File: src/rtl/nat_lookup_arbiter.sv
// Round-robin arbiter sharing one NAT lookup engine among NUM_CH channels, with in-order response return.
// Optional statistics counters are built only when NAT_ARB_STATS_EN is defined.
module nat_lookup_arbiter #(
  parameter int unsigned NUM_CH  = 2,
  parameter int unsigned TUPLE_W = 128,
  parameter int unsigned CONN_W  = 16,
  parameter int unsigned MAX_OUT = 4
) (
  input  logic                        clk,
  input  logic                        reset,
  input  logic [NUM_CH*TUPLE_W-1:0]   ch_tuple_data,
  input  logic [NUM_CH-1:0]           ch_tuple_valid,
  output logic [NUM_CH-1:0]           ch_tuple_ready,
  output logic [CONN_W-1:0]           ch_conn_data,
  output logic [NUM_CH-1:0]           ch_conn_valid,
  output logic [TUPLE_W-1:0]          lk_tuple_data,
  output logic                        lk_tuple_valid,
  input  logic                        lk_tuple_ready,
  input  logic [CONN_W-1:0]           lk_conn_data,
  input  logic                        lk_conn_valid,
  output logic                        resp_err,
  output logic [31:0]                 stat_grants,
  output logic [31:0]                 stat_stalls
);

  localparam int unsigned IDX_W = (NUM_CH > 1) ? $clog2(NUM_CH) : 1;
  localparam int unsigned SUM_W = IDX_W + 1;
  localparam int unsigned PTR_W = $clog2(MAX_OUT);
  localparam int unsigned CNT_W = $clog2(MAX_OUT + 1);

  logic [IDX_W-1:0]   rr_ptr_q, rr_ptr_d;
  logic               slot_valid_q, slot_valid_d;
  logic [TUPLE_W-1:0] slot_data_q, slot_data_d;
  logic [IDX_W-1:0]   fifo_q [MAX_OUT];
  logic [PTR_W-1:0]   wr_ptr_q, wr_ptr_d;
  logic [PTR_W-1:0]   rd_ptr_q, rd_ptr_d;
  logic [CNT_W-1:0]   count_q, count_d;
  logic [NUM_CH-1:0]  conn_valid_q, conn_valid_d;
  logic [CONN_W-1:0]  conn_data_q, conn_data_d;
  logic               err_q, err_d;

  logic [NUM_CH-1:0]  req_rot;
  logic               win_found;
  logic [SUM_W-1:0]   win_off;
  logic [SUM_W-1:0]   win_sum;
  logic [SUM_W-1:0]   nxt_sum;
  logic [IDX_W-1:0]   win_idx;
  logic [TUPLE_W-1:0] win_data;
  logic               slot_free;
  logic               not_full;
  logic               grant;
  logic               pop;

  // Rotate requests so the search starts at rr_ptr; the lowest rotated set bit wins.
  always_comb begin
    req_rot   = NUM_CH'({ch_tuple_valid, ch_tuple_valid} >> rr_ptr_q);
    win_found = 1'b0;
    win_off   = '0;
    for (int k = NUM_CH - 1; k >= 0; k--) begin
      if (req_rot[k]) begin
        win_found = 1'b1;
        win_off   = SUM_W'(k);
      end
    end
    win_sum = SUM_W'(rr_ptr_q) + win_off;
    if (win_sum >= SUM_W'(NUM_CH)) begin
      win_sum = win_sum - SUM_W'(NUM_CH);
    end
    win_idx = win_sum[IDX_W-1:0];
    nxt_sum = win_sum + SUM_W'(1);
    if (nxt_sum >= SUM_W'(NUM_CH)) begin
      nxt_sum = '0;
    end
  end

  always_comb begin
    win_data = '0;
    for (int i = 0; i < NUM_CH; i++) begin
      if (win_idx == IDX_W'(i)) begin
        win_data = ch_tuple_data[i*TUPLE_W +: TUPLE_W];
      end
    end
  end

  // Grant needs room in the output slot and below the outstanding limit (registered count only).
  always_comb begin
    slot_free = !slot_valid_q || lk_tuple_ready;
    not_full  = count_q < CNT_W'(MAX_OUT);
    grant     = reset && win_found && slot_free && not_full;
    pop       = lk_conn_valid && (count_q != '0);
  end

  always_comb begin
    ch_tuple_ready = '0;
    for (int i = 0; i < NUM_CH; i++) begin
      ch_tuple_ready[i] = grant && (win_idx == IDX_W'(i));
    end
  end

  always_comb begin
    rr_ptr_d     = rr_ptr_q;
    slot_valid_d = slot_valid_q;
    slot_data_d  = slot_data_q;
    wr_ptr_d     = wr_ptr_q;
    rd_ptr_d     = rd_ptr_q;
    count_d      = count_q;
    conn_valid_d = '0;
    conn_data_d  = conn_data_q;
    err_d        = err_q;

    if (grant) begin
      rr_ptr_d     = nxt_sum[IDX_W-1:0];
      slot_valid_d = 1'b1;
      slot_data_d  = win_data;
      wr_ptr_d     = wr_ptr_q + PTR_W'(1);
    end else if (lk_tuple_ready) begin
      slot_valid_d = 1'b0;
    end

    if (pop) begin
      rd_ptr_d    = rd_ptr_q + PTR_W'(1);
      conn_data_d = lk_conn_data;
      for (int i = 0; i < NUM_CH; i++) begin
        conn_valid_d[i] = (fifo_q[rd_ptr_q] == IDX_W'(i));
      end
    end

    case ({grant, pop})
      2'b10:   count_d = count_q + CNT_W'(1);
      2'b01:   count_d = count_q - CNT_W'(1);
      default: count_d = count_q;
    endcase

    if (lk_conn_valid && (count_q == '0)) begin
      err_d = 1'b1;
    end
  end

  always_ff @(posedge clk) begin
    if (!reset) begin
      rr_ptr_q     <= '0;
      slot_valid_q <= 1'b0;
      slot_data_q  <= '0;
      wr_ptr_q     <= '0;
      rd_ptr_q     <= '0;
      count_q      <= '0;
      conn_valid_q <= '0;
      conn_data_q  <= '0;
      err_q        <= 1'b0;
    end else begin
      rr_ptr_q     <= rr_ptr_d;
      slot_valid_q <= slot_valid_d;
      slot_data_q  <= slot_data_d;
      wr_ptr_q     <= wr_ptr_d;
      rd_ptr_q     <= rd_ptr_d;
      count_q      <= count_d;
      conn_valid_q <= conn_valid_d;
      conn_data_q  <= conn_data_d;
      err_q        <= err_d;
    end
  end

  // Order FIFO storage; contents are only meaningful between the pointers.
  always_ff @(posedge clk) begin
    if (grant) begin
      fifo_q[wr_ptr_q] <= win_idx;
    end
  end

  assign lk_tuple_valid = slot_valid_q;
  assign lk_tuple_data  = slot_data_q;
  assign ch_conn_valid  = conn_valid_q;
  assign ch_conn_data   = conn_data_q;
  assign resp_err       = err_q;

`ifdef NAT_ARB_STATS_EN
  logic [31:0] grants_q, grants_d;
  logic [31:0] stalls_q, stalls_d;
  logic        stall;

  always_comb begin
    stall    = (|ch_tuple_valid) && !grant;
    grants_d = grants_q;
    stalls_d = stalls_q;
    if (grant && (grants_q != '1)) begin
      grants_d = grants_q + 32'd1;
    end
    if (stall && (stalls_q != '1)) begin
      stalls_d = stalls_q + 32'd1;
    end
  end

  always_ff @(posedge clk) begin
    if (!reset) begin
      grants_q <= '0;
      stalls_q <= '0;
    end else begin
      grants_q <= grants_d;
      stalls_q <= stalls_d;
    end
  end

  assign stat_grants = grants_q;
  assign stat_stalls = stalls_q;
`else
  assign stat_grants = '0;
  assign stat_stalls = '0;
`endif

endmodule

File: config.mk
export PLATFORM = sky130hd
export DESIGN_NAME = nat_lookup_arbiter
export DESIGN_NICKNAME = d
export VERILOG_FILES = /design/src/rtl/nat_lookup_arbiter.sv
export SDC_FILE = /design/constraint.sdc
export NUM_CORES = 1
export LEC_CHECK = 0
export CORE_AREA = 5 5 189 191
export CTS_CLUSTER_SIZE = 20
export DETAILED_ROUTE_END_ITERATION = 6
export DIE_AREA = 0 0 194 196
export SLEW_MARGIN = 30
export SYNTH_ARGS = -nofsm -noshare
export SYNTH_HDL_FRONTEND = slang
export SYNTH_SLANG_ARGS = --single-unit
File: constraint.sdc
create_clock -name clk -period 2.35 [get_ports clk]
set_clock_uncertainty 0.1 [all_clocks]
set_input_delay 0.3525 -clock clk [delete_from_list [all_inputs] [get_ports clk]]
set_output_delay 0.3525 -clock clk [all_outputs]
set_load 0.02 [all_outputs]
**Yosys cells after proc, flatten, opt, wreduce, memory -nomap -nowiden**

Memory sizes are Yosys's and may differ from the RTL's. A register that Yosys moved wholly into a read port is not among the register bits.
Cells that the tools add are included.

- Logic and storage cells: 53
- Memory bits (writable): 4
- Latch bits: 0
- Memories: 1
- Register bits after elaboration: 156
- Output and inout bits: 214
- Input bits: 278
- Bits in read-only memories: 0

- Shift-type cells: 1
- Multiply operators: 0
- Equal/unequal tests: 2
- Add/subtract/negate cells: 7
- Mux-type cells: 14
- Reductions and logical operators: 14
- Bitwise logic cells: 2
- Order comparisons: 3
- Divide/modulo/power cells: 0

Memories:

| memory | depth | bits a word | rd ports | clocked after Yosys merged registers in | wr ports | RTL line | source |
|---|---|---|---|---|---|---|---|
| fifo_q | 4 | 1 | 1 | 1 | 1 | 34 | `logic [IDX_W-1:0] fifo_q [MAX_OUT];` |

Operators by type and width:

| cell | count |
|---|---|
| $mux 128 | 1 |
| $mux 1 | 9 |
| $logic_and 1x1->1 | 7 |
| $add 2x1->2 const B | 3 |
| $mux 2 | 3 |
| $pmux 3 s2 | 1 |
| $ge 2x2->1 const B | 2 |
| $reduce_bool 2->1 | 2 |
| $shr 4x1->2 | 1 |
| $add 3x1->3 const B | 1 |
| $logic_not 3->1 | 1 |
| $lt 3x3->1 const B | 1 |
| $reduce_bool 3->1 | 1 |
| $sub 3x1->3 const B | 1 |
| $add 1x2->2 | 1 |
| $eq 2x1->1 const B | 1 |
| $eq 2x2->1 const B | 1 |
| $not 1->1 | 2 |
| $reduce_and 2->1 | 1 |
| $sub 2x2->2 const B | 1 |
| $logic_not 1->1 | 1 |
| $logic_or 1x1->1 | 1 |

**Logic depth before layout (Yosys ltp)**

- Depth after elaboration: 9
- Mapped depth: 10
- Mapped depth without buffers: 9

**Least setup slack after synthesis**

Ideal clock, no wire load.

- Path type: register -> register
- From: register slot_valid_q (netlist: lk_tuple_valid)
- To: register count_q[2]
- Setup slack: -0.085 ns
- Library setup time: 0.070 ns
- Clock period less this slack: 2.435 ns
- Data required time: 2.180 ns
- Cell stages (with the launch flop): 11
- Path buffers: 1
- Arrival: 2.266 ns
- Cells stage by stage: dfxtp_1 > nand2b_1 > nor3b_4 > inv_2 > clkbuf_1 > ha_1 > inv_1 > fa_1 > xor2_1 > or3_1 > a21oi_1

- Longest elaborated chain between the ends: 6
- Elaborated cells between the ends (all ways): 8

Ends and longest elaborated chain:

| what | RTL line | source |
|---|---|---|
| start: declaration | 32 | `logic slot_valid_q, slot_valid_d;` |
| start signal: assignment | 152 | `slot_valid_q <= slot_valid_d;` |
| $logic_not 1->1 (*) | 87 | `slot_free = !slot_valid_q \|\| lk_tuple_ready;` |
| $logic_or 1x1->1 (*) | 87 |  |
| $logic_and 1x1->1 (*) (2 in a row) | 89 | `grant = reset && win_found && slot_free && not_full;` |
| $eq 2x1->1 or $eq 2x2->1 (tied branches) | 128 | `case ({grant, pop})` |
| $pmux 3 s2 or $reduce_bool 2->1 (tied branches) | n/a |  |
| end signal: assignment | 156 | `count_q <= count_d;` |
| end: declaration | 37 | `logic [CNT_W-1:0] count_q, count_d;` |

Mark *: on every way between the ends. The rest lies on a longest branch, timed or not.
A chain may end at the register's enable or synchronous reset.

**Final worst setup path**

- From: input ch_tuple_valid[0]
- To: output ch_tuple_ready[0]

- Longest elaborated chain between the ends: 8
- Elaborated cells between the ends (all ways): 14

Ends and longest elaborated chain:

| what | RTL line | source |
|---|---|---|
| start: declaration | 12 | `input logic [NUM_CH-1:0] ch_tuple_valid,` |
| $shr 4x1->2 (*) | 56 | `req_rot = NUM_CH'({ch_tuple_valid, ch_tuple_valid} >> rr_ptr_q);` |
| $mux 1 (2 in a row) | 60 | `if (req_rot[k]) begin` |
| $add 1x2->2 | 65 | `win_sum = SUM_W'(rr_ptr_q) + win_off;` |
| $sub 2x2->2 or $ge 2x2->1 (tied branches) | 67, 66 |  |
| $mux 2 | 66 | `if (win_sum >= SUM_W'(NUM_CH)) begin` |
| $not 1->1 | 96 | `ch_tuple_ready[i] = grant && (win_idx == IDX_W'(i));` |
| $logic_and 1x1->1 (*) | 96 |  |
| end: declaration | 13 | `output logic [NUM_CH-1:0] ch_tuple_ready,` |

Marks and branches as above.

==> results.md <==
- Status: finished clean
- Initial antenna violation count: 0
- Worst Setup Start Kind: primary input
- Critical path class: in -> out
- Critical Path Sink Type: primary output
- Fillers: 3488
- Mux contribution to synthesized area: 0.00319
- Placer congestion estimate: roughly 0.8
- Die X: slightly below 200 um
- Clock slew at reported path FFs: approximately 0.070 ns
- Antenna diodes: 0
- Register area: roughly 3300 um2
- Yosys warning total: 0
- Most common cell after layout, fill and taps aside: clkdlybuf4s50_1
- Root Buffer: clkbuf_16
- Overflow after GRT: 0
- Final period util: 0.962
- Final nets: between 1500 and 2000
- Pwr dens: between 800 and 900 nW/um2
- Gr usage total: 0.151
- Final hold violations: 0
- Area of the multi-input gates: 3210 um2
- Share of cells above drive strength 1: 0.0548
- First-pass GRT wire length: approximately 46 mm
- CP arrival: 1.81 ns
- R2R cell count: 9
- Worst VDD drop: about 470 uV
- Seq/Total Area, Yosys: 0.465
- Insertion delay of the later-clocked pin in the worst-skew pair: roughly 0.45 ns
- Fmax achieved: about 0.44 GHz
- RR Endpoint: count_q[2]
- Int Power: around 0.0064 W
- CP endpoint: ch_tuple_ready[0]
- Reg power frac: 0.349
- Worst-path fanout max: 6
- Sw Ratio: 0.359
- Switching power: between 0.003 and 0.004 W
- Setup TNS: 0 ns
- DRC errors left: 0
- # IOs: 492
- Combinational share of power: 0.375
- Synth Area in Simple Gates: 0.104
- Crit. Startpoint: ch_tuple_valid[0]
- Hpwl dp: 21.8 mm
- Commonest non-fill, non-tap cells in the layout: 424 x clkdlybuf4s50_1, 276 x a21oi_1, 163 x nand2_1
- Routed Antenna Nets: 0
- Starting DRT DRC Count: between 400 and 500
- Number of max-slew violations in the final report: 0
- Via density: between 4 and 5
- Setup bufs post-CTS: 0
- CTS tree: done
- # rows: about 70
- Clock buffer count from CTS: 17
- Wire per inst: roughly 17 um
- Xor-xnor portion of the synthesized cell area: 0.00620
- Synth cell types: 29
- Core footprint: between 30000 and 40000 um2
- Synth Instances: between 900 and 1000
- Required @ worst endpoint: approximately 1.9 ns
- Max cap viols: 0
- Worst-Margin Slew: 0.857 ns
- Post-Syn Area per Cell: roughly 7.7 um2
- Post-synthesis adder-cell area fraction: 0.0117
- Clock Power Share: 0.276
- R2R setup slack: 0.27 ns
- Post-Syn Area: 7060 um2
- HP Class: in -> reg
- Non-filler cells, final: 1788
- Count of buffers from port buffering: approximately 430
- Yosys reg bits: 162
- Drt pass-1 iters: 5
- CTS H-tree depth: 4
- RR Startpoint: count_q[2]
- CTS max path bufs: 2
- Cells after DPL: around 1800
- Final setup viols: 0
- Setup repair after global routing missed its margin: false
- Headroom to the max-slew limit: 0.429
- Largest net degree at the start of global routing: between 100 and 150
- Final wirelength: 30.3 mm
- Compound-Gate Fraction of Synth Area: 0.292
- Vias: slightly below 8000
- Die height: 196 um
- Leak: 4.63 nW
- CTS Sinks: 162
- Tmin final: ~2.3 ns
- Number of global-route vias before repair: 7790
- Largest family of logic cells by synthesized area: compound AO/OA/AOI/OAI gates
- P&R area growth vs syn: 73.3%
- Starting Density: 0.208
- Die ar.: approximately 38000 um2
cell type report:
type / instances / area share
Sequential cell: 162 / 0.268
Timing Repair Buffer: 458 / 0.374
Clock inverter: 13 / 0.0101
Clock buffer: 19 / 0.0354
Tap cell: 455 / 0.0465
Inverter: 10 / 0.00348
Multi-Input combinational cell: 671 / 0.262
per-stage QoR:
stage	worst slack [ns]	util	instance area (um2)	hold slack (ns)	power [W]
after floorplan	0.0346	-	7300	0.369	0.00546
after global placement	-0.244	0.344	11700	0.342	0.00731
after detailed placement	-0.300	0.344	11700	0.347	0.00734
after CTS	0.000543	0.361	12200	0.312	0.0102
after global routing	0.00531	0.361	12200	0.325	0.0106
final	0.0896	0.361	12200	0.337	0.0100
registers in the layout, indices dropped and copies added (netlist names), named ones only:
name	flops
fifo_q	4
rr_ptr_q	1
resp_err	1
wr_ptr_q	2
count_q	3
ch_conn_data	16
lk_tuple_valid	1
rd_ptr_q	2
lk_tuple_data	128
ch_conn_valid	2
synth_stat cells:
master	instances	area [um2]
a41oi_1	1	8.76
o31ai_2	1	12.5
ha_1	5	62.6
nor2b_1	1	6.26
edfxtp_1	4	120
and2_1	4	25.0
dfxtp_1	158	3160
xor2_1	3	26.3
nand2_1	163	612
nand2b_1	2	12.5
o21ai_1	8	40.0
buf_1	10	37.5
conb_1	1	3.75
fa_1	1	20.0
or3_1	1	6.26
buf_4	67	503
mux4_2	1	22.5
inv_2	2	7.51
inv_1	8	30.0
xnor2_1	2	17.5
and3_1	1	6.26
clkbuf_1	48	180
nor3_1	1	5.00
a21oi_1	277	1390
nor2_1	11	41.3
o21bai_1	1	7.51
nor3b_4	1	18.8
buf_2	14	70.1
o21ai_0	122	611
per-layer routing:
metal	share of wire	wire, um	track usage	up-vias
met3	0.080	2430	0.0538	48
met5	0	0	0	-
li1	-	-	-	3800
met4	0.026	786	0.0563	0
met1	0.39	12000	0.179	3632
met2	0.50	15200	0.252	316
cell families after synthesis:
group,after synthesis
xor+xnor,5
compound gates,410
simple gates,185
fa+ha+maj,6
mux,1
flops,162
other cells,1
buf+inv,149
timing repair:
action | 4_1_cts | 5_1_grt
gates cloned | 0 | 0
pin swaps | 0 | 1
endpoints found under the setup margin | 1 | 2
gates resized for setup | 1 | 4
hold buffers | 0 | 0
worst min path at each step:
stage / from / endpoint / cells past startpoint / slack [ns]
after global placement: ch_conn_data[13] / ch_conn_data[13] / 2 / 0.34
final: reset / lk_tuple_data[14] / 4 / 0.34
after detailed placement: ch_conn_data[8] / ch_conn_data[8] / 2 / 0.35
after global routing: ch_tuple_data[242] / lk_tuple_data[114] / 3 / 0.32
after floorplan: wr_ptr_q[1] / wr_ptr_q[1] / 2 / 0.37
after CTS: ch_tuple_data[154] / lk_tuple_data[26] / 3 / 0.31
critical path, stage by stage:
cell	delay (ns)
clkdlybuf4s50_1	0.50
buf_4	0.12
nand2b_1	0.09
a21oi_4	0.16
buf_4	0.20
inv_4	0.08
nor2_2	0.14
buf_4	0.16
power groups by stage:
| stage | logic, W | registers, W | clock network (W) |
|---|---|---|---|
| 2_1_floorplan | 0.00139 | 0.00407 | 0 |
| 3_3_place_gp | 0.00376 | 0.00355 | 0 |
| 3_5_place_dp | 0.00377 | 0.00356 | 0 |
| 4_1_cts | 0.00380 | 0.00351 | 0.00287 |
| 5_1_grt | 0.00409 | 0.00357 | 0.00297 |
| 6_report | 0.00377 | 0.00351 | 0.00277 |
(Power assumes the default switching activity.)
